## src/rtl/pacman_pkg.sv

```systemverilog
// Shared types and sizes for the pacman sprite/motion blocks.
// Contents: dir_t, ghost_t, cand_t (one candidate-list entry), FSM state type,
// coordinate/sprite widths and the rev_dir helper.
package pacman_pkg;

    localparam int unsigned COORD_W  = 9;
    localparam int unsigned SPRITE_W = 8;
    localparam int unsigned SPRITE_H = 8;

    typedef enum logic [1:0] {UP, DOWN, LEFT, RIGHT} dir_t;

    // Ghost index order is also the per-frame update order.
    typedef enum logic [1:0] {RED, BLUE, YELLOW, PINK} ghost_t;

    typedef struct packed {
        logic valid;
        dir_t dir;
    } cand_t;

    typedef enum logic [2:0] {
        S_IDLE, S_TARGET, S_QUERY, S_WAIT, S_MOVE, S_NEXT
    } motion_state_t;

    function automatic dir_t rev_dir(input dir_t d);
        case (d)
            UP:      return DOWN;
            DOWN:    return UP;
            LEFT:    return RIGHT;
            default: return LEFT;
        endcase
    endfunction

endpackage

```

## src/rtl/ghost_target_sel.sv

```systemverilog
// Combinational target and candidate-direction selection for one ghost.
// Ports:
//   ghost          which ghost is being stepped (selects the targeting rule)
//   pac_x, pac_y   pacman sprite position
//   x, y, cur_dir  current ghost position and heading
//   cand_c         4-entry ordered candidate list; duplicates/empty slots have valid=0
module ghost_target_sel
    import pacman_pkg::*;
#(
    parameter int unsigned LOOKAHEAD = 32,
    parameter int unsigned MAX_X     = 216,
    parameter int unsigned MAX_Y     = 280
) (
    input  ghost_t             ghost,
    input  logic [COORD_W-1:0] pac_x,
    input  logic [COORD_W-1:0] pac_y,
    input  logic [COORD_W-1:0] x,
    input  logic [COORD_W-1:0] y,
    input  dir_t               cur_dir,
    output cand_t [3:0]        cand_c
);

    localparam int unsigned EXT_W = COORD_W + 1;
    localparam int unsigned D_W   = COORD_W + 2;

    logic [EXT_W-1:0]      sum_x, sum_y, tgt_x, tgt_y;
    logic signed [D_W-1:0] dx, dy;
    logic [D_W-1:0]        adx, ady;
    logic                  x_major, sec_zero;
    dir_t                  dx_dir, dy_dir, pri, sec;
    cand_t [3:0]           raw;

    always_comb begin
        // Targets with lookahead saturate at the playfield limit.
        sum_x = EXT_W'(pac_x) + EXT_W'(LOOKAHEAD);
        sum_y = EXT_W'(pac_y) + EXT_W'(LOOKAHEAD);
        tgt_x = EXT_W'(pac_x);
        tgt_y = EXT_W'(pac_y);
        case (ghost)
            PINK:   tgt_x = (sum_x > EXT_W'(MAX_X)) ? EXT_W'(MAX_X) : sum_x;
            BLUE:   tgt_y = (sum_y > EXT_W'(MAX_Y)) ? EXT_W'(MAX_Y) : sum_y;
            YELLOW: begin
                tgt_x = '0;
                tgt_y = '0;
            end
            default: ;
        endcase

        dx  = $signed(D_W'(tgt_x)) - $signed(D_W'(x));
        dy  = $signed(D_W'(tgt_y)) - $signed(D_W'(y));
        adx = dx[D_W-1] ? D_W'(-dx) : D_W'(dx);
        ady = dy[D_W-1] ? D_W'(-dy) : D_W'(dy);

        // Ties favour the x axis.
        x_major  = (adx >= ady);
        dx_dir   = dx[D_W-1] ? LEFT : RIGHT;
        dy_dir   = dy[D_W-1] ? UP : DOWN;
        pri      = x_major ? dx_dir : dy_dir;
        sec      = x_major ? dy_dir : dx_dir;
        sec_zero = x_major ? (dy == '0) : (dx == '0);

        raw = '0;
        if (dx == '0 && dy == '0) begin
            raw[0] = '{valid: 1'b1, dir: cur_dir};
            raw[1] = '{valid: 1'b1, dir: rev_dir(cur_dir)};
        end else begin
            raw[0] = '{valid: 1'b1,      dir: pri};
            raw[1] = '{valid: !sec_zero, dir: sec};
            raw[2] = '{valid: 1'b1,      dir: cur_dir};
            raw[3] = '{valid: 1'b1,      dir: rev_dir(pri)};
        end

        // Drop any entry repeating a direction already offered earlier.
        cand_c = raw;
        for (int i = 1; i < 4; i++) begin
            for (int j = 0; j < i; j++) begin
                if (raw[j].valid && raw[j].dir == raw[i].dir)
                    cand_c[i].valid = 1'b0;
            end
        end
    end

endmodule

```

## src/rtl/ghost_motion_ctrl.sv

```systemverilog
// Steps the four ghost sprites toward their targets once per frame_tick,
// validating each candidate move against the maze-wall lookup (req/ack).
// Ports:
//   clk, rst                 clock, async active-high reset
//   frame_tick               vblank start pulse (ignored while busy)
//   pac_x, pac_y             pacman position, sampled per ghost when its target is chosen
//   wall_req/x/y             wall query out: candidate top-left, held until wall_ack
//   wall_ack, wall_hit       wall lookup response
//   x_*/y_*                  ghost positions (red, blue, yellow, pink)
//   busy                     frame update in progress
module ghost_motion_ctrl
    import pacman_pkg::*;
#(
    parameter int unsigned        SPEED     = 1,
    parameter int unsigned        MAX_X     = 216,
    parameter int unsigned        MAX_Y     = 280,
    parameter int unsigned        LOOKAHEAD = 32,
    parameter logic [COORD_W-1:0] RST_X_R   = 9'd104,
    parameter logic [COORD_W-1:0] RST_X_B   = 9'd88,
    parameter logic [COORD_W-1:0] RST_X_Y   = 9'd104,
    parameter logic [COORD_W-1:0] RST_X_P   = 9'd120,
    parameter logic [COORD_W-1:0] RST_Y_R   = 9'd112,
    parameter logic [COORD_W-1:0] RST_Y_B   = 9'd112,
    parameter logic [COORD_W-1:0] RST_Y_Y   = 9'd112,
    parameter logic [COORD_W-1:0] RST_Y_P   = 9'd112
) (
    input  logic               clk,
    input  logic               rst,
    input  logic               frame_tick,
    input  logic [COORD_W-1:0] pac_x,
    input  logic [COORD_W-1:0] pac_y,
    output logic               wall_req,
    output logic [COORD_W-1:0] wall_x,
    output logic [COORD_W-1:0] wall_y,
    input  logic               wall_ack,
    input  logic               wall_hit,
    output logic [COORD_W-1:0] x_red,
    output logic [COORD_W-1:0] y_red,
    output logic [COORD_W-1:0] x_blue,
    output logic [COORD_W-1:0] y_blue,
    output logic [COORD_W-1:0] x_yellow,
    output logic [COORD_W-1:0] y_yellow,
    output logic [COORD_W-1:0] x_pink,
    output logic [COORD_W-1:0] y_pink,
    output logic               busy
);

    localparam int unsigned        EXT_W = COORD_W + 1;
    localparam logic [COORD_W-1:0] STEP  = COORD_W'(SPEED);

    motion_state_t      state, state_d;
    logic [1:0]         g, g_d, ci, ci_d, sel, sel_d, pick;
    cand_t [3:0]        cand_q, cand_d, cand_c;
    logic               wall_req_d, busy_d, mv_en, found;
    logic [COORD_W-1:0] wall_x_d, wall_y_d, cur_x, cur_y;
    logic [COORD_W-1:0] pos_x [4];
    logic [COORD_W-1:0] pos_y [4];
    dir_t               dir_q [4];
    logic [COORD_W-1:0] step_x [4];
    logic [COORD_W-1:0] step_y [4];
    logic [3:0]         step_ok;

    assign cur_x = pos_x[g];
    assign cur_y = pos_y[g];

    ghost_target_sel #(
        .LOOKAHEAD (LOOKAHEAD),
        .MAX_X     (MAX_X),
        .MAX_Y     (MAX_Y)
    ) u_sel (
        .ghost   (ghost_t'(g)),
        .pac_x   (pac_x),
        .pac_y   (pac_y),
        .x       (cur_x),
        .y       (cur_y),
        .cur_dir (dir_q[g]),
        .cand_c  (cand_c)
    );

    // Candidate position per direction; moves leaving [0, MAX] are illegal.
    always_comb begin
        for (int d = 0; d < 4; d++) begin
            step_x[d] = cur_x;
            step_y[d] = cur_y;
        end
        step_y[UP]     = cur_y - STEP;
        step_ok[UP]    = (cur_y >= STEP);
        step_y[DOWN]   = cur_y + STEP;
        step_ok[DOWN]  = (EXT_W'(cur_y) + EXT_W'(STEP) <= EXT_W'(MAX_Y));
        step_x[LEFT]   = cur_x - STEP;
        step_ok[LEFT]  = (cur_x >= STEP);
        step_x[RIGHT]  = cur_x + STEP;
        step_ok[RIGHT] = (EXT_W'(cur_x) + EXT_W'(STEP) <= EXT_W'(MAX_X));
    end

    // First remaining candidate that is listed and legal, from index ci on.
    always_comb begin
        found = 1'b0;
        pick  = ci;
        for (int i = 0; i < 4; i++) begin
            if (!found && 2'(i) >= ci && cand_q[i].valid && step_ok[cand_q[i].dir]) begin
                found = 1'b1;
                pick  = 2'(i);
            end
        end
    end

    always_ff @(posedge clk or posedge rst) begin
        if (rst) state <= S_IDLE;
        else     state <= state_d;
    end

    // Next-state and registered-output logic.
    always_comb begin
        state_d    = state;
        g_d        = g;
        ci_d       = ci;
        sel_d      = sel;
        cand_d     = cand_q;
        wall_req_d = wall_req;
        wall_x_d   = wall_x;
        wall_y_d   = wall_y;
        busy_d     = busy;
        mv_en      = 1'b0;
        case (state)
            S_IDLE: begin
                if (frame_tick) begin
                    g_d     = '0;
                    busy_d  = 1'b1;
                    state_d = S_TARGET;
                end
            end
            S_TARGET: begin
                cand_d  = cand_c;
                ci_d    = '0;
                state_d = S_QUERY;
            end
            S_QUERY: begin
                if (found) begin
                    wall_req_d = 1'b1;
                    wall_x_d   = step_x[cand_q[pick].dir];
                    wall_y_d   = step_y[cand_q[pick].dir];
                    sel_d      = pick;
                    state_d    = S_WAIT;
                end else begin
                    state_d = S_NEXT;
                end
            end
            S_WAIT: begin
                if (wall_ack) begin
                    wall_req_d = 1'b0;
                    if (!wall_hit) begin
                        state_d = S_MOVE;
                    end else if (sel == 2'd3) begin
                        state_d = S_NEXT;
                    end else begin
                        ci_d    = sel + 2'd1;
                        state_d = S_QUERY;
                    end
                end
            end
            S_MOVE: begin
                mv_en   = 1'b1;
                state_d = S_NEXT;
            end
            S_NEXT: begin
                if (g == 2'd3) begin
                    busy_d  = 1'b0;
                    state_d = S_IDLE;
                end else begin
                    g_d     = g + 2'd1;
                    state_d = S_TARGET;
                end
            end
            default: state_d = S_IDLE;
        endcase
    end

    // Datapath registers; a move commits the accepted candidate still held on wall_x/y.
    always_ff @(posedge clk or posedge rst) begin
        if (rst) begin
            g        <= '0;
            ci       <= '0;
            sel      <= '0;
            cand_q   <= '0;
            wall_req <= 1'b0;
            wall_x   <= '0;
            wall_y   <= '0;
            busy     <= 1'b0;
            pos_x[0] <= RST_X_R;
            pos_x[1] <= RST_X_B;
            pos_x[2] <= RST_X_Y;
            pos_x[3] <= RST_X_P;
            pos_y[0] <= RST_Y_R;
            pos_y[1] <= RST_Y_B;
            pos_y[2] <= RST_Y_Y;
            pos_y[3] <= RST_Y_P;
            for (int i = 0; i < 4; i++) dir_q[i] <= LEFT;
        end else begin
            g        <= g_d;
            ci       <= ci_d;
            sel      <= sel_d;
            cand_q   <= cand_d;
            wall_req <= wall_req_d;
            wall_x   <= wall_x_d;
            wall_y   <= wall_y_d;
            busy     <= busy_d;
            if (mv_en) begin
                pos_x[g] <= wall_x;
                pos_y[g] <= wall_y;
                dir_q[g] <= cand_q[sel].dir;
            end
        end
    end

    assign x_red    = pos_x[RED];
    assign y_red    = pos_y[RED];
    assign x_blue   = pos_x[BLUE];
    assign y_blue   = pos_y[BLUE];
    assign x_yellow = pos_x[YELLOW];
    assign y_yellow = pos_y[YELLOW];
    assign x_pink   = pos_x[PINK];
    assign y_pink   = pos_y[PINK];

endmodule

```

## config.mk

```make
export PLATFORM = sky130hd
export DESIGN_NAME = ghost_motion_ctrl
export DESIGN_NICKNAME = d
export VERILOG_FILES = /design/src/rtl/pacman_pkg.sv /design/src/rtl/ghost_target_sel.sv /design/src/rtl/ghost_motion_ctrl.sv
export SDC_FILE = /design/constraint.sdc
export NUM_CORES = 1
export LEC_CHECK = 0
export CORE_ASPECT_RATIO = 1.5
export CORE_MARGIN = 5
export CORE_UTILIZATION = 60
export DETAILED_ROUTE_END_ITERATION = 10
export GPL_TIMING_DRIVEN = 1
export PLACE_DENSITY_LB_ADDON = 0.25
export SLEW_MARGIN = 20
export SYNTH_ARGS = -nofsm -noshare
export SYNTH_HDL_FRONTEND = slang
export SYNTH_HIERARCHICAL = 1
export SYNTH_SLANG_ARGS = --single-unit
```

## constraint.sdc

```tcl
create_clock -name clk -period 12.38 [get_ports clk]
set_input_delay 2.476 -clock clk [delete_from_list [all_inputs] [get_ports clk]]
set_output_delay 2.476 -clock clk [all_outputs]
set_load 0.1 [all_outputs]
```

==> impl_metrics.py <==
metrics = {
    "outcome": {
        "status": "finished, final reports clean",
    },
    "clock_tree": {
        "cts-root-buf": "clkbuf_16",
        "tritoncts.num_buffers": 17,
        "clock_path_buffers": 2,
        "clock_latency_ns": 0.41,
        "ctsHoldBuffers": 0,
        "cts_setup_buffers": 0,
        "cts_tree": "built",
        "clk_pin_slew_ns": 0.06,
        "post_cts_resized": 0,
        "cts.sinks": 121,
        "h-tree-depth": 4,
    },
    "sta": {
        "min_period_ns": 8.164,
        "hold_viol": 0,
        "finClkSkew_ns": 0.01009,
        "rsz0062_at_grt": "no",
        "setup_tns_ns": 0,
        "hold_slack_ns": 0.5087,
        "worst_pin_slew_ns": 1.065,
        "setup_viol": 0,
        "fmax_mhz": 122.5,
        "slew_headroom_pct": 28.97,
        "timing.final.crit_share_pct": 65.94,
        "slew_violations": 0,
    },
    "hold_path": {
        "hp-class": "flip-flop to flip-flop",
        "hold_depth": 1,
        "worstHoldStart": "dir_q[4]",
        "holdPathEnd": "dir_q[4]",
    },
    "synth": {
        "synth_edf_count": 0,
        "synth-seq-cells": 121,
        "synth-main-ff-cell": "dfrtp_1",
        "syn_area_um2": 9059,
        "synth_top_area_share_pct": 25.41,
        "ys_seq_area_share_pct": 33.83,
        "avgSynthCellArea_um2": 9.793,
        "synth_top_area_cell": "dfrtp_1",
        "yosys.cell_types.count": 89,
        "ys_top_cells_by_area": "dfrtp_1 25%, mux2_2 11%, dfstp_2 8.4%",
        "syn_inst": 925,
        "synthArstFlopShare_pct": 100.0,
        "synth-warning-count": 6,
    },
    "grt": {
        "grt_pass1_wl_um": 39540,
        "grt_max_degree": 63,
        "grt_usage_pct": 27.92,
        "grt_overflow": 0,
        "antenna_found_initial": 0,
        "grt_pass1_vias": 8082,
    },
    "layout": {
        "nFillCells": 1073,
        "area_growth_pct": 19.75,
        "final_net_count": 1097,
        "antenna_cells": 0,
        "final_util_pct": 72.64,
        "layoutNonFillerInstCount": 1235,
        "drive_gt1_share_pct": 20.56,
    },
    "floorplanning": {
        "coreArea_um2": 14930,
        "dieHeight_um": 160.5,
        "io_pins": 115,
        "initial_core_util_pct": 60.66,
        "rows": 55,
        "dieWidth_um": 110.3,
        "die-area_um2": 17710,
    },
    "setup_path": {
        "slowest_stage": "a32oi_1",
        "worst_setup_path_start_kind": "primary input",
        "slowest_delay_ns": 0.92,
        "reg2reg_to": "cand_q[0]",
        "rr_worst_depth": 22,
        "crit_chain": "clkdlybuf4s50_1, ha_1, nand3b_1, o21ai_0, a41o_1, nor2_1, nor2_1, nand2_1, ha_1, fa_1, nor2b_1, o2111ai_1, a32oi_1, nor2_1, xor2_1, ha_1, a21oi_1, o21ai_0, a221oi_1, o21ai_0, a31oi_1, mux2i_1, a21oi_1, mux2_2",
        "cp-end-kind": "flip-flop",
        "r2r_setup_slack_ns": 5.98,
        "worstPathRequired_ns": 12.68,
        "reg2reg_from": "g[0]",
        "crit_type": "primary input to flip-flop",
        "critical_path_peak_fanout": 13,
        "worstPathArrival_ns": 8.46,
    },
    "place": {
        "dp_cells": 1203,
        "hpwl_um": 16420,
        "gp_congestion": 0.9488,
        "port_buffers": 114,
    },
    "drt": {
        "vias_per_cell": 6.176,
        "routedWlPerCell_um": 19.13,
        "first_pass_iters": 5,
        "drt-total-wl_um": 23620,
        "vias": 7627,
        "detail-route-antenna-nets": 0,
        "drc_errors": 0,
        "first_iter_violations": 466,
    },
    "job": {
        "drv_cap": 0,
    },
}
[worst max-delay path by stage]
stage,startpoint,to,slack [ns],depth (start not counted)
finish,pac_y[5],cand_q[0],4.22,24
global route,pac_y[5],cand_q[0],3.59,23
CTS,pac_y[5],cand_q[0],4.27,23
detailed placement,pac_y[5],cand_q[0],3.85,23
global placement,pac_y[5],cand_q[0],4.10,23
floorplan,pac_x[5],cand_q[0],5.06,25
[through the flow]
step / instance area, um^2 / setup slack, ns
3_3_place_gp: 10270 / 4.099
2_1_floorplan: 9062 / 5.063
3_5_place_dp: 10270 / 3.851
6_report: 10850 / 4.216
5_1_grt: 10850 / 3.589
4_1_cts: 10850 / 4.266
[layout by cell type (no fill, tap or decap), types with 6 or more instances in the layout]
cell type,synthesis,final
dfstp_2,29,29
inv_6,0,7
mux2_2,89,89
o211ai_1,7,7
a211oi_1,7,7
a21o_1,8,8
and2_1,12,12
clkbuf_16,0,17
nor3_1,13,13
nand2_1,90,90
mux4_2,21,21
a41oi_1,6,6
nand3b_1,10,10
nor2b_1,8,8
nand3_1,24,24
and3_1,12,10
nand4_1,6,6
nor4_1,9,9
mux2i_1,31,31
dfrtp_1,92,91
nor2_1,67,65
ha_1,49,49
a211o_1,6,6
xor2_1,12,12
buf_4,2,8
a21oi_1,35,35
nand2b_1,10,10
inv_1,52,51
a31oi_1,12,12
clkdlybuf4s50_1,0,114
xnor2_1,23,23
o21ai_0,50,50
[final cells by class]
class / instances / area, um^2 / area share [%]
clock buffer: 18 / 439.2 / 4.048
clock inverter: 14 / 135.1 / 1.246
inverter: 53 / 201.4 / 1.857
multi-input combinational: 708 / 5557 / 51.22
sequential: 121 / 3065 / 28.26
tap: 199 / 249.0 / 2.295
timing repair buffer: 122 / 1201 / 11.07
[kinds of logic after synthesis]
logic type | synth area share, %
muxes | 20.37
other | 0.08290
and+or+nand+nor | 16.67
DFF | 33.83
buffers and inverters | 4.959
adders and majority gates | 7.210
xor gates and xnor gates | 3.564
AOI/OAI and AO/OA | 13.32
[critical path, delay by kind of cell]
family | cells | cell delay, ns
AO/OA/AOI/OAI | 10 | 2.74
adder cells (fa/ha/maj) | 4 | 1.20
AND/OR/NAND/NOR | 6 | 0.76
multiplexers | 2 | 0.61
buffers and inverters | 1 | 0.48
XOR/XNOR | 1 | 0.19
[cells in the mapped netlist (all sizes together), types with 11 or more instances]
master  instances
and3           12
mux2           94
nor3           14
o21ai          53
ha             49
buf            22
mux4           21
mux2i          31
a31oi          12
nand3b         11
nor2           69
clkbuf         22
dfrtp          92
dfstp          29
nand3          24
and2           12
a21oi          37
inv            53
xnor2          23
nand2          90
xor2           13
[metal layers]
metal | up-vias | GRT usage, % | part of all wire, % | wire, um
met1 | 3740 | 33.04 | 39 | 9243
met5 | - | 0 | 0 | 0
met2 | 266 | 48.09 | 52 | 12270
li1 | 3555 | - | - | -
met4 | 0 | 13.11 | 4.0 | 945
met3 | 66 | 5.147 | 4.9 | 1159
[flip-flops by register name, indices dropped and copies added, names as in the netlist]
name and count:
y_blue 9, state 3, wall_y 9, dir_q 8, g 2, y_pink 9, cand_q 12, y_red 9
x_pink 9, ci 2, x_red 9, wall_x 9, y_yellow 9, sel 2, wall_req 1, x_blue 9
x_yellow 9, busy 1
Power is not shown: default switching activity piles up to over one toggle a cycle in this logic, so the estimate is an artifact.
